$ cat src/rtl/exec_trace_if.sv
// exec_trace_if: capture inputs, read handshake and status of the execution trace buffer
interface exec_trace_if #(
  parameter int DATA_W = 32,
  parameter int DEPTH  = 16
);
  localparam int CW = $clog2(DEPTH) + 1;
  logic              start_i;
  logic [DATA_W-1:0] pc_i;
  logic [DATA_W-1:0] ula_i;
  logic              rd_ready_i;
  logic              rd_valid_o;
  logic [DATA_W-1:0] rd_pc_o;
  logic [DATA_W-1:0] rd_ula_o;
  logic [31:0]       rd_cycle_o;
  logic [CW-1:0]     count_o;
  logic [31:0]       cycle_cnt_o;
  logic              overflow_o;
  logic              halted_o;
  logic [1:0]        state_o;
  modport master (
    output start_i, pc_i, ula_i, rd_ready_i,
    input  rd_valid_o, rd_pc_o, rd_ula_o, rd_cycle_o, count_o, cycle_cnt_o, overflow_o, halted_o, state_o
  );
  modport slave (
    input  start_i, pc_i, ula_i, rd_ready_i,
    output rd_valid_o, rd_pc_o, rd_ula_o, rd_cycle_o, count_o, cycle_cnt_o, overflow_o, halted_o, state_o
  );
endinterface

$ cat src/rtl/exec_trace_buffer.sv
// exec_trace_buffer: circular PC/ALU trace capture with repeated-PC halt detection
module exec_trace_buffer #(
  parameter int DATA_W      = 32,
  parameter int DEPTH       = 16,
  parameter int HALT_CYCLES = 4
) (
  input logic        clk,
  input logic        rst_n,
  exec_trace_if.slave bus
);
  localparam int AW = $clog2(DEPTH);
  localparam int CW = AW + 1;
  localparam int RW = $clog2(HALT_CYCLES + 1);
  typedef enum logic [1:0] {IDLE = 2'd0, RUN = 2'd1, HALT = 2'd2} state_e;
  state_e            state_q;
  logic [AW-1:0]     head_q, tail_q;
  logic [CW-1:0]     count_q, count_d;
  logic [31:0]       cyc_q;
  logic              ovf_q, halted_q, has_prev_q;
  logic [RW-1:0]     rep_q, rep_d;
  logic [DATA_W-1:0] prev_q;
  logic [DATA_W-1:0] pc_mem  [DEPTH];
  logic [DATA_W-1:0] ula_mem [DEPTH];
  logic [31:0]       cyc_mem [DEPTH];
  logic              wr, pop, clr, full;
  always_comb begin
    wr      = state_q == RUN;
    pop     = count_q != '0 && bus.rd_ready_i;
    clr     = bus.start_i && state_q != RUN;
    full    = count_q == CW'(DEPTH);
    count_d = wr && !pop ? (full ? count_q : count_q + 1'b1) : (!wr && pop ? count_q - 1'b1 : count_q);
    rep_d   = has_prev_q && bus.pc_i == prev_q ? rep_q + 1'b1 : '0;
  end
  always_ff @(posedge clk or negedge rst_n) begin
    if (!rst_n) begin
      state_q    <= IDLE;
      head_q     <= '0;
      tail_q     <= '0;
      count_q    <= '0;
      cyc_q      <= '0;
      ovf_q      <= 1'b0;
      halted_q   <= 1'b0;
      has_prev_q <= 1'b0;
      rep_q      <= '0;
      prev_q     <= '0;
    end else if (clr) begin
      state_q    <= RUN;
      head_q     <= '0;
      tail_q     <= '0;
      count_q    <= '0;
      cyc_q      <= '0;
      ovf_q      <= 1'b0;
      halted_q   <= 1'b0;
      has_prev_q <= 1'b0;
      rep_q      <= '0;
    end else begin
      count_q <= count_d;
      // a write into a full buffer drops the oldest entry unless a pop already consumes it
      if (pop || (wr && full)) head_q <= head_q + 1'b1;
      if (wr) begin
        tail_q     <= tail_q + 1'b1;
        cyc_q      <= cyc_q + 1'b1;
        ovf_q      <= ovf_q | (full && !pop);
        prev_q     <= bus.pc_i;
        has_prev_q <= 1'b1;
        rep_q      <= rep_d;
        if (rep_d == RW'(HALT_CYCLES)) begin
          state_q  <= HALT;
          halted_q <= 1'b1;
        end
      end
    end
  end
  always_ff @(posedge clk) begin
    if (wr) begin
      pc_mem[tail_q]  <= bus.pc_i;
      ula_mem[tail_q] <= bus.ula_i;
      cyc_mem[tail_q] <= cyc_q;
    end
  end
  assign bus.rd_valid_o  = count_q != '0;
  assign bus.rd_pc_o     = bus.rd_valid_o ? pc_mem[head_q] : '0;
  assign bus.rd_ula_o    = bus.rd_valid_o ? ula_mem[head_q] : '0;
  assign bus.rd_cycle_o  = bus.rd_valid_o ? cyc_mem[head_q] : '0;
  assign bus.count_o     = count_q;
  assign bus.cycle_cnt_o = cyc_q;
  assign bus.overflow_o  = ovf_q;
  assign bus.halted_o    = halted_q;
  assign bus.state_o     = state_q;
endmodule
$ cat src/flat_wrapper.sv
// flat-port wrapper written by rule: the top's interface ports become plain ports
module exec_trace_buffer_flat 
#(
  parameter int DATA_W      = 32,
  parameter int DEPTH       = 16,
  parameter int HALT_CYCLES = 4
)
  (clk, rst_n, bus_start_i, bus_pc_i, bus_ula_i, bus_rd_ready_i, bus_rd_valid_o, bus_rd_pc_o, bus_rd_ula_o, bus_rd_cycle_o, bus_count_o, bus_cycle_cnt_o, bus_overflow_o, bus_halted_o, bus_state_o);
  exec_trace_if #(.DATA_W(DATA_W), .DEPTH(DEPTH)) bus_i ();
  input logic clk;
  input logic rst_n;
  input wire logic [$bits(bus_i.start_i)-1:0] bus_start_i;
  input wire logic [$bits(bus_i.pc_i)-1:0] bus_pc_i;
  input wire logic [$bits(bus_i.ula_i)-1:0] bus_ula_i;
  input wire logic [$bits(bus_i.rd_ready_i)-1:0] bus_rd_ready_i;
  output wire logic [$bits(bus_i.rd_valid_o)-1:0] bus_rd_valid_o;
  output wire logic [$bits(bus_i.rd_pc_o)-1:0] bus_rd_pc_o;
  output wire logic [$bits(bus_i.rd_ula_o)-1:0] bus_rd_ula_o;
  output wire logic [$bits(bus_i.rd_cycle_o)-1:0] bus_rd_cycle_o;
  output wire logic [$bits(bus_i.count_o)-1:0] bus_count_o;
  output wire logic [$bits(bus_i.cycle_cnt_o)-1:0] bus_cycle_cnt_o;
  output wire logic [$bits(bus_i.overflow_o)-1:0] bus_overflow_o;
  output wire logic [$bits(bus_i.halted_o)-1:0] bus_halted_o;
  output wire logic [$bits(bus_i.state_o)-1:0] bus_state_o;
  assign bus_i.start_i = bus_start_i;
  assign bus_i.pc_i = bus_pc_i;
  assign bus_i.ula_i = bus_ula_i;
  assign bus_i.rd_ready_i = bus_rd_ready_i;
  assign bus_rd_valid_o = bus_i.rd_valid_o;
  assign bus_rd_pc_o = bus_i.rd_pc_o;
  assign bus_rd_ula_o = bus_i.rd_ula_o;
  assign bus_rd_cycle_o = bus_i.rd_cycle_o;
  assign bus_count_o = bus_i.count_o;
  assign bus_cycle_cnt_o = bus_i.cycle_cnt_o;
  assign bus_overflow_o = bus_i.overflow_o;
  assign bus_halted_o = bus_i.halted_o;
  assign bus_state_o = bus_i.state_o;
  exec_trace_buffer #(.DATA_W(DATA_W), .DEPTH(DEPTH), .HALT_CYCLES(HALT_CYCLES)) u_core (.clk(clk), .rst_n(rst_n), .bus(bus_i));
endmodule
$ cat config.mk
export PLATFORM = sky130hd
export DESIGN_NAME = exec_trace_buffer_flat
export DESIGN_NICKNAME = d
export VERILOG_FILES = /design/src/rtl/exec_trace_if.sv /design/src/rtl/exec_trace_buffer.sv /design/src/flat_wrapper.sv
export SDC_FILE = /design/constraint.sdc
export NUM_CORES = 2
export LEC_CHECK = 0
export ABC_AREA = 1
export BUFFER_PORTS_ARGS = -buffer_cell sky130_fd_sc_hd__buf_2
export CORE_ASPECT_RATIO = 0.8
export CORE_UTILIZATION = 45
export CTS_CLUSTER_SIZE = 16
export DETAILED_ROUTE_END_ITERATION = 7
export HOLD_SLACK_MARGIN = 0.15
export PLACE_DENSITY = 0.7
export SKIP_LAST_GASP = 1
export SLEW_MARGIN = 20
export SYNTH_ARGS = -nofsm -noshare
export SYNTH_HDL_FRONTEND = slang
export SYNTH_SLANG_ARGS = --single-unit
$ cat constraint.sdc
create_clock -name clk -period 7.6 [get_ports clk]
set_input_delay 0.38 -clock clk [delete_from_list [all_inputs] [get_ports clk]]
set_output_delay 0.38 -clock clk [all_outputs]
set_load 0.05 [all_outputs]
# Yosys cells after proc, flatten, opt, wreduce, memory -nomap -nowiden
# Memory sizes are Yosys's and may differ from the RTL's.
# Cells that the tools add are included.
[totals]
mem_count = 3
word_cells = 73
mem_bits_rw = 1536
input_bits = 68
reg_bits = 85
output_inout_bits = 138
[memory_table]
columns = ["name", "depth", "word_bits", "read_ports", "rd_ports_with_merged_regs", "wr", "line", "rtl"]
rows = [
  ["u_core.cyc_mem", 16, 32, 1, 0, 1, "exec_trace_buffer.sv:24", "logic [31:0] cyc_mem [DEPTH];"],
  ["u_core.pc_mem", 16, 32, 1, 0, 1, "exec_trace_buffer.sv:22", "logic [DATA_W-1:0] pc_mem [DEPTH];"],
  ["u_core.ula_mem", 16, 32, 1, 0, 1, "exec_trace_buffer.sv:23", "logic [DATA_W-1:0] ula_mem [DEPTH];"],
]
[op_classes]
eq_ne = 6
reduce_logical = 18
n_mux = 28
bitwise = 2
addsub = 6
[ops]
columns = ["operator", "count"]
rows = [
  ["32-bit 2-to-1 mux", 5],
  ["32-bit by 1-bit adder with 32-bit output (second input constant)", 1],
  ["32-bit equality test", 1],
  ["5-bit 2-to-1 mux", 4],
  ["4-bit 2-to-1 mux", 4],
  ["1-bit 2-to-1 mux", 9],
  ["3-bit 2-to-1 mux", 3],
  ["4-bit by 1-bit adder with 4-bit output (second input constant)", 2],
  ["1-bit logical AND", 7],
  ["2-bit 2-to-1 mux", 3],
  ["2-bit AND reduction", 3],
  ["2-bit nonzero test", 3],
  ["5-bit by 1-bit adder with 5-bit output (second input constant)", 1],
  ["5-bit equality test (second input constant)", 1],
  ["5-bit nonzero test", 1],
  ["5-bit by 1-bit subtractor with 5-bit output (second input constant)", 1],
  ["3-bit by 1-bit adder with 3-bit output (second input constant)", 1],
  ["3-bit equality test (second input constant)", 1],
  ["3-bit by 2-bit inequality test with 1-bit output (second input constant)", 1],
  ["3-bit nonzero test", 1],
  ["2-bit by 1-bit equality test with 1-bit output (second input constant)", 1],
  ["1-bit zero test", 2],
  ["2-bit by 1-bit inequality test with 1-bit output (second input constant)", 1],
  ["1-bit logical OR", 1],
  ["other kinds (2)", 2],
]

# Logic depth before layout (Yosys ltp)
[logic_depth]
ltp_word = 7
depth_mapped = 13
depth_no_buf = 13

# Worst setup path after synthesis
# No wires, ideal clock.
[synth_path]
kind = "reg-to-reg"
start = "register u_core.state_q[0], in the netlist u_core.bus.state_o[0]"
end = "memory u_core.cyc_mem[11][0] (enable)"
synth_period_minus_slack_ns = 6.045
setup_time_ns = 0.552
slack_ns = 1.555
t_required_ns = 7.048
n_path_buf = 1
t_arrival_ns = 5.493
stages_incl_launch_ff = 6
cell_sequence = "dfrtp_1 > nand2_2 > inv_1 > clkbuf_1 > nand2_1 > nor2_1"
[synth_between]
elab_chain_cells = 3
[synth_lines]
columns = ["item", "line", "rtl"]
rows = [
  ["from (decl)", "exec_trace_buffer.sv:15", "state_e state_q;"],
  ["from (signal assigned)", "exec_trace_buffer.sv:36", "state_q <= IDLE;"],
  ["from (signal assigned)", "exec_trace_buffer.sv:47", "state_q <= RUN;"],
  ["from (signal assigned)", "exec_trace_buffer.sv:68", "state_q <= HALT;"],
  ["2-bit by 1-bit equality test with 1-bit output", "exec_trace_buffer.sv:27", "wr = state_q == RUN;"],
  ["1-bit 2-to-1 mux", "exec_trace_buffer.sv:75", "if (wr) begin"],
  ["1-bit 2-to-1 mux (not written as such)", "exec_trace_buffer.sv:78", "cyc_mem[tail_q] <= cyc_q;"],
  ["to (decl)", "exec_trace_buffer.sv:24", ""],
]
# Every way passes these cells.

# Worst setup path after layout
[layout_path]
start = "register u_core.head_q[0]"
end = "output port bus_rd_pc_o[6]"
[layout_between]
elab_chain_cells = 2
[layout_lines]
columns = ["item", "line", "rtl"]
rows = [
  ["from (decl)", "exec_trace_buffer.sv:16", "logic [AW-1:0] head_q, tail_q;"],
  ["from (signal assigned)", "exec_trace_buffer.sv:59", "if (pop || (wr && full)) head_q <= head_q + 1'b1;"],
  ["memory 16 x 32 bit", "n/a", ""],
  ["32-bit 2-to-1 mux", "exec_trace_buffer.sv:82", "assign bus.rd_pc_o = bus.rd_valid_o ? pc_mem[head_q] : '0;"],
  ["to (decl)", "flat_wrapper.sv:17", "output wire logic [$bits(bus_i.rd_pc_o)-1:0] bus_rd_pc_o;"],
]
# Every way passes these cells.

==> flow_summary.json <==
{
  "cts_hold_buf": 67,
  "routedWlPerCell_um": 25.2,
  "layout_min_cycle_time_ns": 5.50,
  "synth_area_mm2": 0.0640,
  "grt_max_degree": 266,
  "power-per-cell-area_mw_per_mm2": 428,
  "synthAdderAreaFrac_pct": 0.266,
  "cts_resized": 0,
  "first_pass_iters": 8,
  "syn_area_per_cell_um2": 13.6,
  "die_x_um": 424,
  "place_congestion": 0.808,
  "die_area_mm2": 0.144,
  "fin_area_mm2": 0.0722,
  "layout_commonest_cell": "edfxtp_1",
  "first_iter_violations": 5615,
  "core-area_mm2": 0.141,
  "synth-compound-area-share_pct": 13.6,
  "cts_inserted_buffers": 158,
  "final.setup.tns_ns": 0,
  "muxShareOfSynthArea_pct": 0.0313,
  "port_buffers": 205,
  "cp_slowest_cell": "dfrtp_4",
  "grt_pass1_wl_mm": 256,
  "antenna_found_initial": 9,
  "status": "complete, but fails checks",
  "num_io_pins": 206,
  "drive_gt1_share_pct": 10.7,
  "required_ns": 7.22,
  "cp_common_cell": "buf_4",
  "syn-num-nets": 4801,
  "finalSetupViolCount": 0,
  "yosysSeqAreaShare_pct": 75.4,
  "critPathKind": "reg2out",
  "start_util_pct": 45.4,
  "cts_max_path_buffers": 3,
  "die_h_um": 339,
  "start_kind": "register",
  "yosysTopAreaCell": "edfxtp_1",
  "critical_path_arrival_ns": 5.12,
  "insertion_delay_ns": 0.79,
  "irDropWorstVdd_mv": 0.424,
  "post-route-drc-count": 28,
  "slew_headroom_pct": 15.9,
  "synth_top_family_by_area": "compound AO/OA/AOI/OAI gates",
  "grt_pass1_vias": 39500,
  "cp_cell_sequence": "buf_4 > buf_4 > o21ai_0 > o221ai_1 > nand3_1 > a21oi_1 > buf_2",
  "final_nets": 4971,
  "worstMarginPinSlew_ns": 1.26,
  "yosysWarnings": 0,
  "ff2ff_setup_slack_ns": 3.93,
  "cp-end-kind": "primary output",
  "area_growth_pct": 12.9,
  "mostFrequentLayoutCells": "edfxtp_1, nor2_1, o21ai_0",
  "cts_sinks": 1620,
  "synthSimpleGateAreaFrac_pct": 7.31,
  "fin_skew_ns": 0.0577,
  "leakage_nw": 23.6,
  "hpwl_mm": 84.7,
  "fill_cells": 11500,
  "globalRouteTotalUtil_pct": 23.6,
  "violations": "design-rule violations",
  "clk_pin_slew_ns": 0.06,
  "slew_viol_final": 0,
  "cpPeakStageDelay_ns": 1.05,
  "post_cts_buffers": 0,
  "rows": 123,
  "vias": 41600,
  "placed_cell_area_mm2": 0.0665,
  "maxCapViolCount": 0,
  "finalCritPeriodShare_pct": 72.3,
  "rr_worst_depth": 7,
  "path_max_fanout": 106,
  "cts_tree": "done",
  "worstReg2RegStart": "u_core.bus.state_o[1]$_DFFE_PN0P_",
  "reg2reg_to": "u_core.cyc_mem[2][15]$_DFFE_PP_",
  "yosysUniqueCellTypes": 40,
  "hold_class": "in2async",
  "cts-root-buf": "clkbuf_16",
  "synth_area_leaders": "edfxtp_1, o21ai_0, nor2_1",
  "grt.overflow.total": 0,
  "via_per_inst": 6.04,
  "synth_seq_cells": 1620,
  "synth_cells": 4720,
  "synth_xor_area_share_pct": 0.178,
  "h-tree-depth": 4,
  "drt_wl_total_mm": 174,
  "ant_nets": 0,
  "hold_viol": 0,
  "max_freq_ghz": 0.182,
  "rsz0062_at_grt": "no",
  "synth_top_cell_area_share_pct": 72.1
}
==> kinds of logic after synthesis <==
family / after synthesis
muxes: 2
AOI/OAI and AO/OA: 1451
and+or+nand+nor: 1179
buffers and inverters: 442
adders and majority gates: 13
xor gates and xnor gates: 13
DFF: 1620
==> stage by stage <==
| step | utilization [%] | cells | power, mW | hold WS [ns] | setup slack, ns |
|---|---|---|---|---|---|
| 2_1_floorplan | - | 4720 | 19.9 | 0.0844 | 1.55 |
| 3_3_place_gp | 47.2 | 6535 | 23.2 | 0.460 | 3.04 |
| 3_5_place_dp | 47.2 | 6536 | 23.4 | 0.465 | 3.01 |
| 4_1_cts | 51.2 | 6886 | 30.9 | 0.152 | 2.14 |
| 5_1_grt | 51.3 | 6889 | 32.1 | 0.196 | 1.81 |
| 6_report | 51.3 | 6893 | 30.9 | 0.164 | 2.10 |
==> area by class of cell <==
type | instances | area [µm²] | area share [%]
multi-input cells | 2658 | 13800 | 19.1
inverters | 98 | 412 | 0.570
repair buffers | 354 | 2430 | 3.37
clock inverters | 83 | 797 | 1.10
clock buffers | 200 | 4160 | 5.76
flip-flops and latches | 1620 | 48200 | 66.8
diodes | 5 | 12.5 | 0.0173
well taps | 1875 | 2350 | 3.25
==> power by group <==
part	internal [mW]	switching, mW	leakage (nW)	total [mW]
combinational	2.52	8.87	6.12	11.4
clock	4.22	3.34	2.42	7.56
sequential	11.4	0.547	15.1	11.9
==> worst max-delay path by stage <==
stage	start	to	slack [ns]
final	u_core.head_q[0]$_DFFE_PN0P_	bus_rd_pc_o[6]	2.10
after global routing	u_core.head_q[0]$_DFFE_PN0P_	bus_rd_pc_o[6]	1.81
after CTS	u_core.head_q[0]$_DFFE_PN0P_	bus_rd_pc_o[6]	2.14
after detailed placement	u_core.head_q[0]$_DFFE_PN0P_	bus_rd_pc_o[6]	3.01
after global placement	u_core.head_q[0]$_DFFE_PN0P_	bus_rd_pc_o[6]	3.04
after floorplan	u_core.bus.state_o[0]$_DFFE_PN0P_	u_core.cyc_mem[11][0]$_DFFE_PP_	1.55
==> registers in the layout, summed over array words and instances, names as in the netlist, 3 cells and up <==
register and cells:
u_core.rep_q 3, u_core.prev_q 32, u_core.tail_q 4, u_core.cyc_mem 512, u_core.ula_mem 512, u_core.pc_mem 512
u_core.head_q 4, u_core.bus.count_o 5, u_core.bus.cycle_cnt_o 32
==> metal layers <==
metal | GRT usage [%] | part of all wire, % | wire length [µm] | up-vias
met5 | 0 | 0 | 0 | -
met1 | 33.9 | 41 | 71900 | 20800
met2 | 37.3 | 47 | 81000 | 2304
met4 | 6.70 | 2.3 | 3920 | 0
met3 | 3.99 | 9.6 | 16700 | 259
li1 | - | - | - | 18200
==> Yosys cell counts <==
cell type,instances
xor2_1,4
or2_0,1
nor3_1,8
buf_1,4
nand3_1,121
inv_4,1
a22o_1,1
xnor2_1,9
clkinv_1,2
and3_1,1
nand3_2,1
a22oi_1,2
nor3b_1,1
a21oi_1,104
buf_2,41
nor2_1,831
edfxtp_1,1536
nand3b_1,1
ha_1,12
o21ai_1,24
a211oi_1,1
fa_1,1
nand2_1,189
nor3_4,1
inv_1,94
nand2_2,2
buf_6,31
nor2_2,3
dfrtp_1,84
nand4_1,18
buf_8,2
mux2i_1,2
buf_4,21
o221ai_1,271
o211ai_1,113
o21ai_0,815
inv_2,1
clkbuf_1,245
o22ai_1,120
or2_2,1
==> worst max-delay path, delay by kind of cell (launching register included) <==
kind / cells / cell delay (ns)
buffers and inverters: 3 / 2.11
AND/OR/NAND/NOR: 1 / 0.13
flip-flops: 1 / 1.05
AO/OA/AOI/OAI: 3 / 0.89
Power figures use the tool's default switching activity.
